File: config.mk
export PLATFORM = sky130hd
export DESIGN_NAME = uart_sample_assembler
export DESIGN_NICKNAME = d
export VERILOG_FILES = /design/src/rtl/speech_uart_pkg.sv /design/src/rtl/sample_fifo.sv /design/src/rtl/uart_sample_assembler.sv
export SDC_FILE = /design/constraint.sdc
export NUM_CORES = 1
export LEC_CHECK = 0
export CORE_MARGIN = 2
export CORE_UTILIZATION = 60
export CTS_BUF_LIST = sky130_fd_sc_hd__clkbuf_16
export CTS_CLUSTER_DIAMETER = 200
export DETAILED_ROUTE_END_ITERATION = 7
export PLACE_DENSITY = 0.78
export SLEW_MARGIN = 5
export SYNTH_ARGS = -nofsm -noshare
export SYNTH_HDL_FRONTEND = slang
export SYNTH_SLANG_ARGS = --single-unit
File: constraint.sdc
create_clock -name CLK -period 3.8 [get_ports CLK]
set_input_delay 0.57 -clock CLK [delete_from_list [all_inputs] [get_ports CLK]]
set_output_delay 0.57 -clock CLK [all_outputs]
set_load 0.02 [all_outputs]
File: src/rtl/speech_uart_pkg.sv
// Shared types for the UART audio sample path: parser states, sample type, default sync marker.
package speech_uart_pkg;

  typedef enum logic [2:0] {StHunt, StLen, StLo, StHi, StCsum} state_e;

  localparam logic [7:0] SyncByteDefault = 8'hA5;

  typedef logic [15:0] sample_t;

endpackage

File: src/rtl/sample_fifo.sv
// Synchronous show-ahead sample FIFO; head entry is visible on data_o whenever not empty.
module sample_fifo
  import speech_uart_pkg::*;
#(
  parameter int unsigned Depth = 16
) (
  input  logic                     clk_i,
  input  logic                     rst_i,
  input  logic                     push_i,
  input  sample_t                  data_i,
  input  logic                     pop_i,
  output sample_t                  data_o,
  output logic                     full_o,
  output logic                     empty_o,
  output logic [$clog2(Depth):0]   level_o
);

  localparam int unsigned PtrW = $clog2(Depth);
  localparam int unsigned LvlW = PtrW + 1;

  sample_t         mem_q [Depth];
  logic [PtrW-1:0] wr_ptr_q, wr_ptr_d;
  logic [PtrW-1:0] rd_ptr_q, rd_ptr_d;
  logic [LvlW-1:0] level_q, level_d;
  logic            do_push, do_pop;

  assign empty_o = (level_q == '0);
  assign full_o  = (level_q == LvlW'(Depth));
  assign level_o = level_q;
  assign data_o  = empty_o ? '0 : mem_q[rd_ptr_q];

  // A pop frees the slot the push lands in, so a full FIFO accepts push+pop together.
  assign do_pop  = pop_i && !empty_o;
  assign do_push = push_i && (!full_o || do_pop);

  always_comb begin
    wr_ptr_d = wr_ptr_q;
    rd_ptr_d = rd_ptr_q;
    level_d  = level_q;
    if (do_push) wr_ptr_d = wr_ptr_q + PtrW'(1);
    if (do_pop)  rd_ptr_d = rd_ptr_q + PtrW'(1);
    if (do_push && !do_pop)      level_d = level_q + LvlW'(1);
    else if (do_pop && !do_push) level_d = level_q - LvlW'(1);
  end

  always_ff @(posedge clk_i) begin
    if (rst_i) begin
      wr_ptr_q <= '0;
      rd_ptr_q <= '0;
      level_q  <= '0;
    end else begin
      wr_ptr_q <= wr_ptr_d;
      rd_ptr_q <= rd_ptr_d;
      level_q  <= level_d;
    end
  end

  always_ff @(posedge clk_i) begin
    if (do_push) mem_q[wr_ptr_q] <= data_i;
  end

endmodule

File: src/rtl/uart_sample_assembler.sv
// Parses SYNC/LEN/payload/CSUM packets from the UART byte stream into 16-bit PCM samples.
// Define SAMPLE_TIMEOUT_EN to abort a packet after TIMEOUT_CYC idle cycles.
module uart_sample_assembler
  import speech_uart_pkg::*;
#(
  parameter int unsigned FIFO_DEPTH  = 16,
  parameter logic [7:0]  SYNC_BYTE   = SyncByteDefault
`ifdef SAMPLE_TIMEOUT_EN
  ,
  parameter int unsigned TIMEOUT_CYC = 2048
`endif
) (
  input  logic                          CLK,
  input  logic                          RST,
  input  logic [7:0]                    RX_DATA,
  input  logic                          RX_VLD,
  input  logic                          RX_FERR,
  output logic [15:0]                   SAMPLE_OUT,
  output logic                          SAMPLE_VLD,
  input  logic                          SAMPLE_RDY,
  output logic [$clog2(FIFO_DEPTH):0]   FIFO_LEVEL,
  output logic                          PKT_DONE,
  output logic                          PKT_ERR,
  output logic                          OVERFLOW
);

  state_e     state_q, state_d;
  logic [7:0] cnt_q, cnt_d;
  logic [7:0] lo_q, lo_d;
  logic [7:0] xor_q, xor_d;
  logic       done_q, done_d;
  logic       err_q, err_d;
  logic       ovf_q, ovf_d;
  logic       push, fifo_full, fifo_empty, drop;
  sample_t    push_data, head;

  assign push_data = {RX_DATA, lo_q};
  assign drop      = push && fifo_full && !SAMPLE_RDY;

`ifdef SAMPLE_TIMEOUT_EN
  localparam int unsigned TmoW = $clog2(TIMEOUT_CYC) + 1;
  logic [TmoW-1:0] tmo_q, tmo_d;
  logic            tmo_hit;

  assign tmo_hit = (state_q != StHunt) && (tmo_q == TmoW'(TIMEOUT_CYC - 1));

  always_comb begin
    tmo_d = tmo_q + TmoW'(1);
    if (state_q == StHunt || RX_VLD || RX_FERR) tmo_d = '0;
  end

  always_ff @(posedge CLK) begin
    if (RST) tmo_q <= '0;
    else     tmo_q <= tmo_d;
  end
`endif

  always_comb begin
    state_d = state_q;
    cnt_d   = cnt_q;
    lo_d    = lo_q;
    xor_d   = xor_q;
    done_d  = 1'b0;
    err_d   = 1'b0;
    ovf_d   = ovf_q | drop;
    push    = 1'b0;
    // Frame error beats a simultaneous byte strobe; the byte is dropped.
    if (RX_FERR) begin
      if (state_q != StHunt) begin
        state_d = StHunt;
        err_d   = 1'b1;
      end
    end else if (RX_VLD) begin
      unique case (state_q)
        StHunt: if (RX_DATA == SYNC_BYTE) state_d = StLen;
        StLen: begin
          if (RX_DATA == 8'd0) begin
            state_d = StHunt;
          end else begin
            cnt_d   = RX_DATA;
            xor_d   = 8'd0;
            state_d = StLo;
          end
        end
        StLo: begin
          lo_d    = RX_DATA;
          xor_d   = xor_q ^ RX_DATA;
          state_d = StHi;
        end
        StHi: begin
          push    = 1'b1;
          xor_d   = xor_q ^ RX_DATA;
          cnt_d   = cnt_q - 8'd1;
          state_d = (cnt_q == 8'd1) ? StCsum : StLo;
        end
        StCsum: begin
          done_d  = (RX_DATA == xor_q);
          err_d   = (RX_DATA != xor_q);
          state_d = StHunt;
        end
        default: state_d = StHunt;
      endcase
    end
`ifdef SAMPLE_TIMEOUT_EN
    else if (tmo_hit) begin
      state_d = StHunt;
      err_d   = 1'b1;
    end
`endif
  end

  always_ff @(posedge CLK) begin
    if (RST) begin
      state_q <= StHunt;
      cnt_q   <= 8'd0;
      lo_q    <= 8'd0;
      xor_q   <= 8'd0;
      done_q  <= 1'b0;
      err_q   <= 1'b0;
      ovf_q   <= 1'b0;
    end else begin
      state_q <= state_d;
      cnt_q   <= cnt_d;
      lo_q    <= lo_d;
      xor_q   <= xor_d;
      done_q  <= done_d;
      err_q   <= err_d;
      ovf_q   <= ovf_d;
    end
  end

  sample_fifo #(
    .Depth (FIFO_DEPTH)
  ) u_fifo (
    .clk_i   (CLK),
    .rst_i   (RST),
    .push_i  (push),
    .data_i  (push_data),
    .pop_i   (SAMPLE_RDY),
    .data_o  (head),
    .full_o  (fifo_full),
    .empty_o (fifo_empty),
    .level_o (FIFO_LEVEL)
  );

  assign SAMPLE_OUT = head;
  assign SAMPLE_VLD = !fifo_empty;
  assign PKT_DONE   = done_q;
  assign PKT_ERR    = err_q;
  assign OVERFLOW   = ovf_q;

endmodule

Yosys cells after proc, flatten, opt, wreduce, memory -nomap -nowiden:

Memory sizes are Yosys's and may differ from the RTL's. A register that Yosys moved wholly into a read port is not among the register bits.
Index checks and enable logic that the tools add are counted.

* logic and storage cells: 84
* memories kept: 1
* output and inout bits: 25
* input port bits: 13
* register bits: 43
* bits in writable memories: 256

* equality and inequality tests: 12
* mux-type cells: 25
* $add $sub $neg: 5
* reductions and logical operators: 26
* bitwise operators: 5

Memories
* u_fifo.mem_q: words 16, bits a word 16, rd ports 1, clocked after memory_dff 1, write ports 1, line sample_fifo.sv:21 `sample_t mem_q [Depth];`

Operators with widths (number)
* $pmux W8 S2: 2
* $mux W16: 1
* $mux W8: 2
* $mux W3: 5
* $pmux W3 S4: 1
* $mux W5: 2
* $mux W1: 9
* $add A4 B1 Y4 const B: 2
* $eq A8 B1 Y1 const B: 1
* $eq A8 B8 Y1: 1
* $eq A8 B8 Y1 const B: 1
* $logic_not A8 Y1: 1
* $mux W4: 2
* $ne A8 B8 Y1: 1
* $reduce_and A4 Y1: 2
* $reduce_bool A2 Y1: 4
* $sub A8 B1 Y8 const B: 1
* $xor A8 B8 Y8: 1
* $eq A3 B2 Y1 const B: 2
* $logic_and A1 B1 Y1: 6
* $reduce_and A3 Y1: 2
* $add A5 B1 Y5 const B: 1
* $eq A5 B5 Y1 const B: 1
* $logic_not A1 Y1: 5
* other kinds (15): 17

Depth between registers and ports, before layout:

* depth after elaboration: 9
* gate-level depth with buffers: 11

By module:

A second synthesis with hierarchy kept.

* cells, all modules: 736
* area total of the unflattened synthesis: 12331.8 sq um

By module, submodules not included
* sample_fifo: instances 1, sequential area each 8027.7 sq um, area an instance 10720.3 sq um, cells an instance 539
* uart_sample_assembler: instances 1, sequential area each 600.6 sq um, area an instance 1611.5 sq um, cells an instance 197

Least setup slack after synthesis:

Ideal clock, no wire load.

* path kind: reg-to-reg
* from: reg u_fifo.level_q[0], in the netlist u_fifo.level_o[0]
* to: reg u_fifo.level_q[4], in the netlist u_fifo.level_o[4]
* path buffers: 0
* cell stages (with the launch flop): 12
* arrival: 2.916 ns
* setup slack: 0.814 ns
* library setup time: 0.070 ns
* data required time: 3.730 ns
* cell sequence: dfxtp_1 > nor4_2 > nand2b_1 > nand2_1 > ha_1 > inv_1 > fa_1 > a21o_1 > a21oi_1 > xnor2_1 > or3_1 > a21oi_1

* word-level cells in the longest chain between the ends: 8
* elaborated cells on any way between the ends: 16
* those cells by class: add/sub (2); eq/ne (1); mux (2); reduce/logical (11)

Ends and longest elaborated chain
* start, declared: line sample_fifo.sv:24 `logic [LvlW-1:0] level_q, level_d;`
* start signal, assigned: line sample_fifo.sv:54 `level_q <= level_d;`
* $logic_not A5 Y1 (*): line sample_fifo.sv:27 `assign empty_o = (level_q == '0);`
* $logic_not A1 Y1 (*)
* via SAMPLE_VLD: line uart_sample_assembler.sv:19 `output logic SAMPLE_VLD,`
* $logic_and A1 B1 Y1 (*): line sample_fifo.sv:33 `assign do_pop = pop_i && !empty_o;`
* $logic_or A1 B1 Y1: line sample_fifo.sv:34 `assign do_push = push_i && (!full_o || do_pop);`
* $logic_and A1 B1 Y1: line sample_fifo.sv:34
* $logic_not A1 Y1: line sample_fifo.sv:43 `else if (do_pop && !do_push) level_d = level_q - LvlW'(1);`
* $logic_and A1 B1 Y1: line sample_fifo.sv:43
* $reduce_bool A2 Y1 (no source line)

The timed path passes the listed nets; every way through them passes the cells marked *. The select of a mux whose other input is x is not followed.
A chain may end at the register's enable or synchronous reset.

Worst setup path in the final report:

* from: reg u_fifo.level_q[0], in the netlist u_fifo.level_o[0]
* to: out SAMPLE_OUT[8]

* word-level cells in the longest chain between the ends: 2

Ends and longest elaborated chain
* $logic_not A5 Y1: line sample_fifo.sv:27
* $mux W16: line sample_fifo.sv:30 `assign data_o = empty_o ? '0 : mem_q[rd_ptr_q];`
* end, declared: line uart_sample_assembler.sv:18 `output logic [15:0] SAMPLE_OUT,`

No other way between the ends.

==> impl_metrics.yaml <==
timing:
  setup_viol: 0
  max_freq_mhz: 275.2
  slew_viol_final: 0
  finalCriticalPeriod_ns: 3.634
  fin_skew_ns: 0.01141
  rsz0062_at_grt: "no"
  finalCritPeriodShare: 0.9563
  whs_ns: 0.4923
  slew_headroom: 0.5487
  worst_pin_slew_ns: 0.6760
  hold_viol_final: 0
  final.setup.tns_ns: 0
grt:
  grt_max_degree: 45
  overflow: 0
  grt_pass1_wl_um: 40190
  grt_pass1_vias: 6911
  grtUsageTotal: 0.2490
  antenna_found_initial: 0
setup_path:
  slowest_delay_ns: 0.61
  worst_ep_arrival_time_ns: 3.06
  worst_path_max_delay_cell: "clkdlybuf4s50_1"
  worstPathMaxFanout: 16
  cp.required_ns: 3.23
  rrSetupSlack_ns: 0.68
  crit_chain: "nor4_2 > nand2b_1 > nand2b_2 > o22ai_1 > clkdlybuf4s50_1"
  endpoint_kind: "primary output"
  startpoint_type: "flip-flop"
  path_class: "flip-flop to primary output"
drt:
  viasPerCell: 6.221
  drcViolationCount: 0
  vias: 6600
  dr.pass1.iters: 4
  antenna_left: 0
  drt_iter0_drc: 552
  routed_wirelength_um: 26060
  wire_per_inst_um: 24.56
clock_tree:
  worst_skew_pair.late_latency_ns: 0.54
  cts_buffer_depth: 3
  postCtsHoldBufs: 0
  cts_tree: "done"
  clk_pin_slew_ns: 0.06
  root_buffer: "clkbuf_16"
  cts.sinks: 303
  numCtsBuffers: 30
  htreeDepth: 1
synthesis:
  yosysSeqAreaShare: 0.7103
  syn_nets: 716
  synth_area_per_cell_um2: 17.58
  synth-seq-cells: 303
  ys_types: 54
  ys_async_sr_fraction: 0
  ys_warn_count: 0
  synth_area_um2: 12150
  synthCells: 691
  synth_edf_count: 256
  synth_flop_cell: "edfxtp_1"
finish:
  stdcell_area_um2: 13990
  seq_area_um2: 8635
  fillerInstances: 1303
  drive_above_1_share: 0.2061
  nets: 793
  layout.cells.most_common_list: "edfxtp_1, mux4_2, nor2_1"
  multi_input_comb_area_um2: 3358
  final_common_cell: "edfxtp_1"
  n_antenna_cell: 0
  syn2layout_area_growth_pct: 15.16
  fin_util: 0.6981
die:
  die_w_um: 146.3
  die_area_um2: 21400
  die_h_um: 146.3
  start_util: 0.6062
  row_count: 52
  core_area_um2: 20040
  io_pins: 38
pwr:
  p_per_area_nw_per_um2: 545.9
  power_leakage_uw: 0.004695
  peakVddDrop_v: 0.0004865
hold_path:
  hp-class: "flip-flop to flip-flop"
placement:
  io_buffers: 37
  place_congestion: 0.8180
  hpwl_um: 15400
  place_area_um2: 13090
flow_run:
  cap_violations: 0
run_status:
  status: "finished clean"
[stage by stage]
stage / worst slack, ns / std cells / total power, uW
after floorplan: 0.8140 / 691 / 4588
after detailed placement: 0.4478 / 1005 / 5043
final: 0.1661 / 1061 / 7637
after global placement: 0.5262 / 1005 / 5012
after global routing: 0.03102 / 1061 / 7890
after CTS: 0.04271 / 1060 / 7662
[layer usage]
layer  vias to the layer above  share of wire  global-route usage
li1                       2892              -                   -
met2                       255           0.51              0.4292
met3                        33          0.069             0.03563
met1                      3420           0.40              0.3418
met4                         0          0.020             0.06262
met5                         -              0                   0
[power breakdown]
| group | total, uW | leakage, uW | switching, uW | internal, uW |
|---|---|---|---|---|
| sequential | 3700 | 0.00295 | 93.9 | 3610 |
| clock | 2630 | 0.000460 | 1170 | 1460 |
| combinational | 1300 | 0.00128 | 665 | 638 |
| total | 7640 | 0.00469 | 1930 | 5710 |
[registers in the layout (all words and copies together), names as in the netlist, named ones only]
| name | flops |
|---|---|
| OVERFLOW | 1 |
| PKT_DONE | 1 |
| u_fifo.level_o | 5 |
| u_fifo.rd_ptr_q | 4 |
| u_fifo.wr_ptr_q | 4 |
| xor_q | 8 |
| state_q | 3 |
| PKT_ERR | 1 |
| lo_q | 8 |
| cnt_q | 8 |
| u_fifo.mem_q | 256 |
[cells by family after synthesis]
group / count (synthesis) / share of synthesized area
buffers and inverters: 43 / 0.01555
AOI/OAI and AO/OA: 79 / 0.04408
adders and majority gates: 12 / 0.01298
DFF: 303 / 0.7103
xor gates and xnor gates: 11 / 0.007931
muxes: 106 / 0.1533
and+or+nand+nor: 137 / 0.05593
[critical path: cells and delay by family, from the launching register on]
family / cells / cell delay (ns)
AOI/OAI and AO/OA: 1 / 0.28
buffers and inverters: 1 / 0.61
DFF: 1 / 0.38
and+or+nand+nor: 3 / 1.24
[timing repair]
action | CTS | global route
gates resized for setup | 2 | 0
endpoints found under the setup margin | 16 | 4
setup buffers | 0 | 1
[final cells by class]
| cell class | count | share of cell area |
|---|---|---|
| well taps | 270 | 0.02415 |
| clock buffers | 31 | 0.05545 |
| inverters | 9 | 0.002415 |
| repair buffers | 79 | 0.05348 |
| multi-input cells | 345 | 0.2400 |
| flip-flops and latches | 303 | 0.6172 |
| clock inverters | 24 | 0.007244 |
[synthesized netlist by cell type (2+ instances only)]
master | count | area, um2
buf_2 | 9 | 45.04
nor2b_1 | 15 | 93.84
xnor2_1 | 6 | 52.55
o21ai_2 | 3 | 26.28
nand2b_1 | 7 | 43.79
o221ai_1 | 2 | 17.52
edfxtp_1 | 256 | 7687
nor4_1 | 5 | 31.28
a21o_1 | 2 | 15.01
ha_1 | 11 | 137.6
a21oi_1 | 22 | 110.1
a31oi_1 | 2 | 12.51
nor2_1 | 55 | 206.5
mux4_2 | 64 | 1441
o21a_1 | 2 | 15.01
nor3_1 | 8 | 40.04
dfxtp_1 | 47 | 940.9
mux2i_1 | 42 | 420.4
xor2_1 | 5 | 43.79
a2111oi_0 | 2 | 17.52
inv_1 | 9 | 33.78
clkbuf_1 | 17 | 63.81
nand2_1 | 26 | 97.59
o21ai_0 | 15 | 75.07
nand3_1 | 4 | 20.02
nand4_1 | 3 | 18.77
a211oi_1 | 3 | 22.52
buf_4 | 2 | 15.01
or3_1 | 2 | 12.51
o22ai_1 | 17 | 106.4
or4_4 | 2 | 22.52
buf_1 | 4 | 15.01
[worst paths after layout]
| kind | cells after the start | end | startpoint |
|---|---|---|---|
| hold reg to reg | 2 | cnt_q[7] | cnt_q[7] |
| hold / removal | 2 | cnt_q[7] | cnt_q[7] |
| setup reg to reg | 11 | u_fifo.level_o[4] | u_fifo.level_o[0] |
| setup / recovery | 5 | SAMPLE_OUT[8] | u_fifo.level_o[0] |
(Power assumes the default switching activity.)
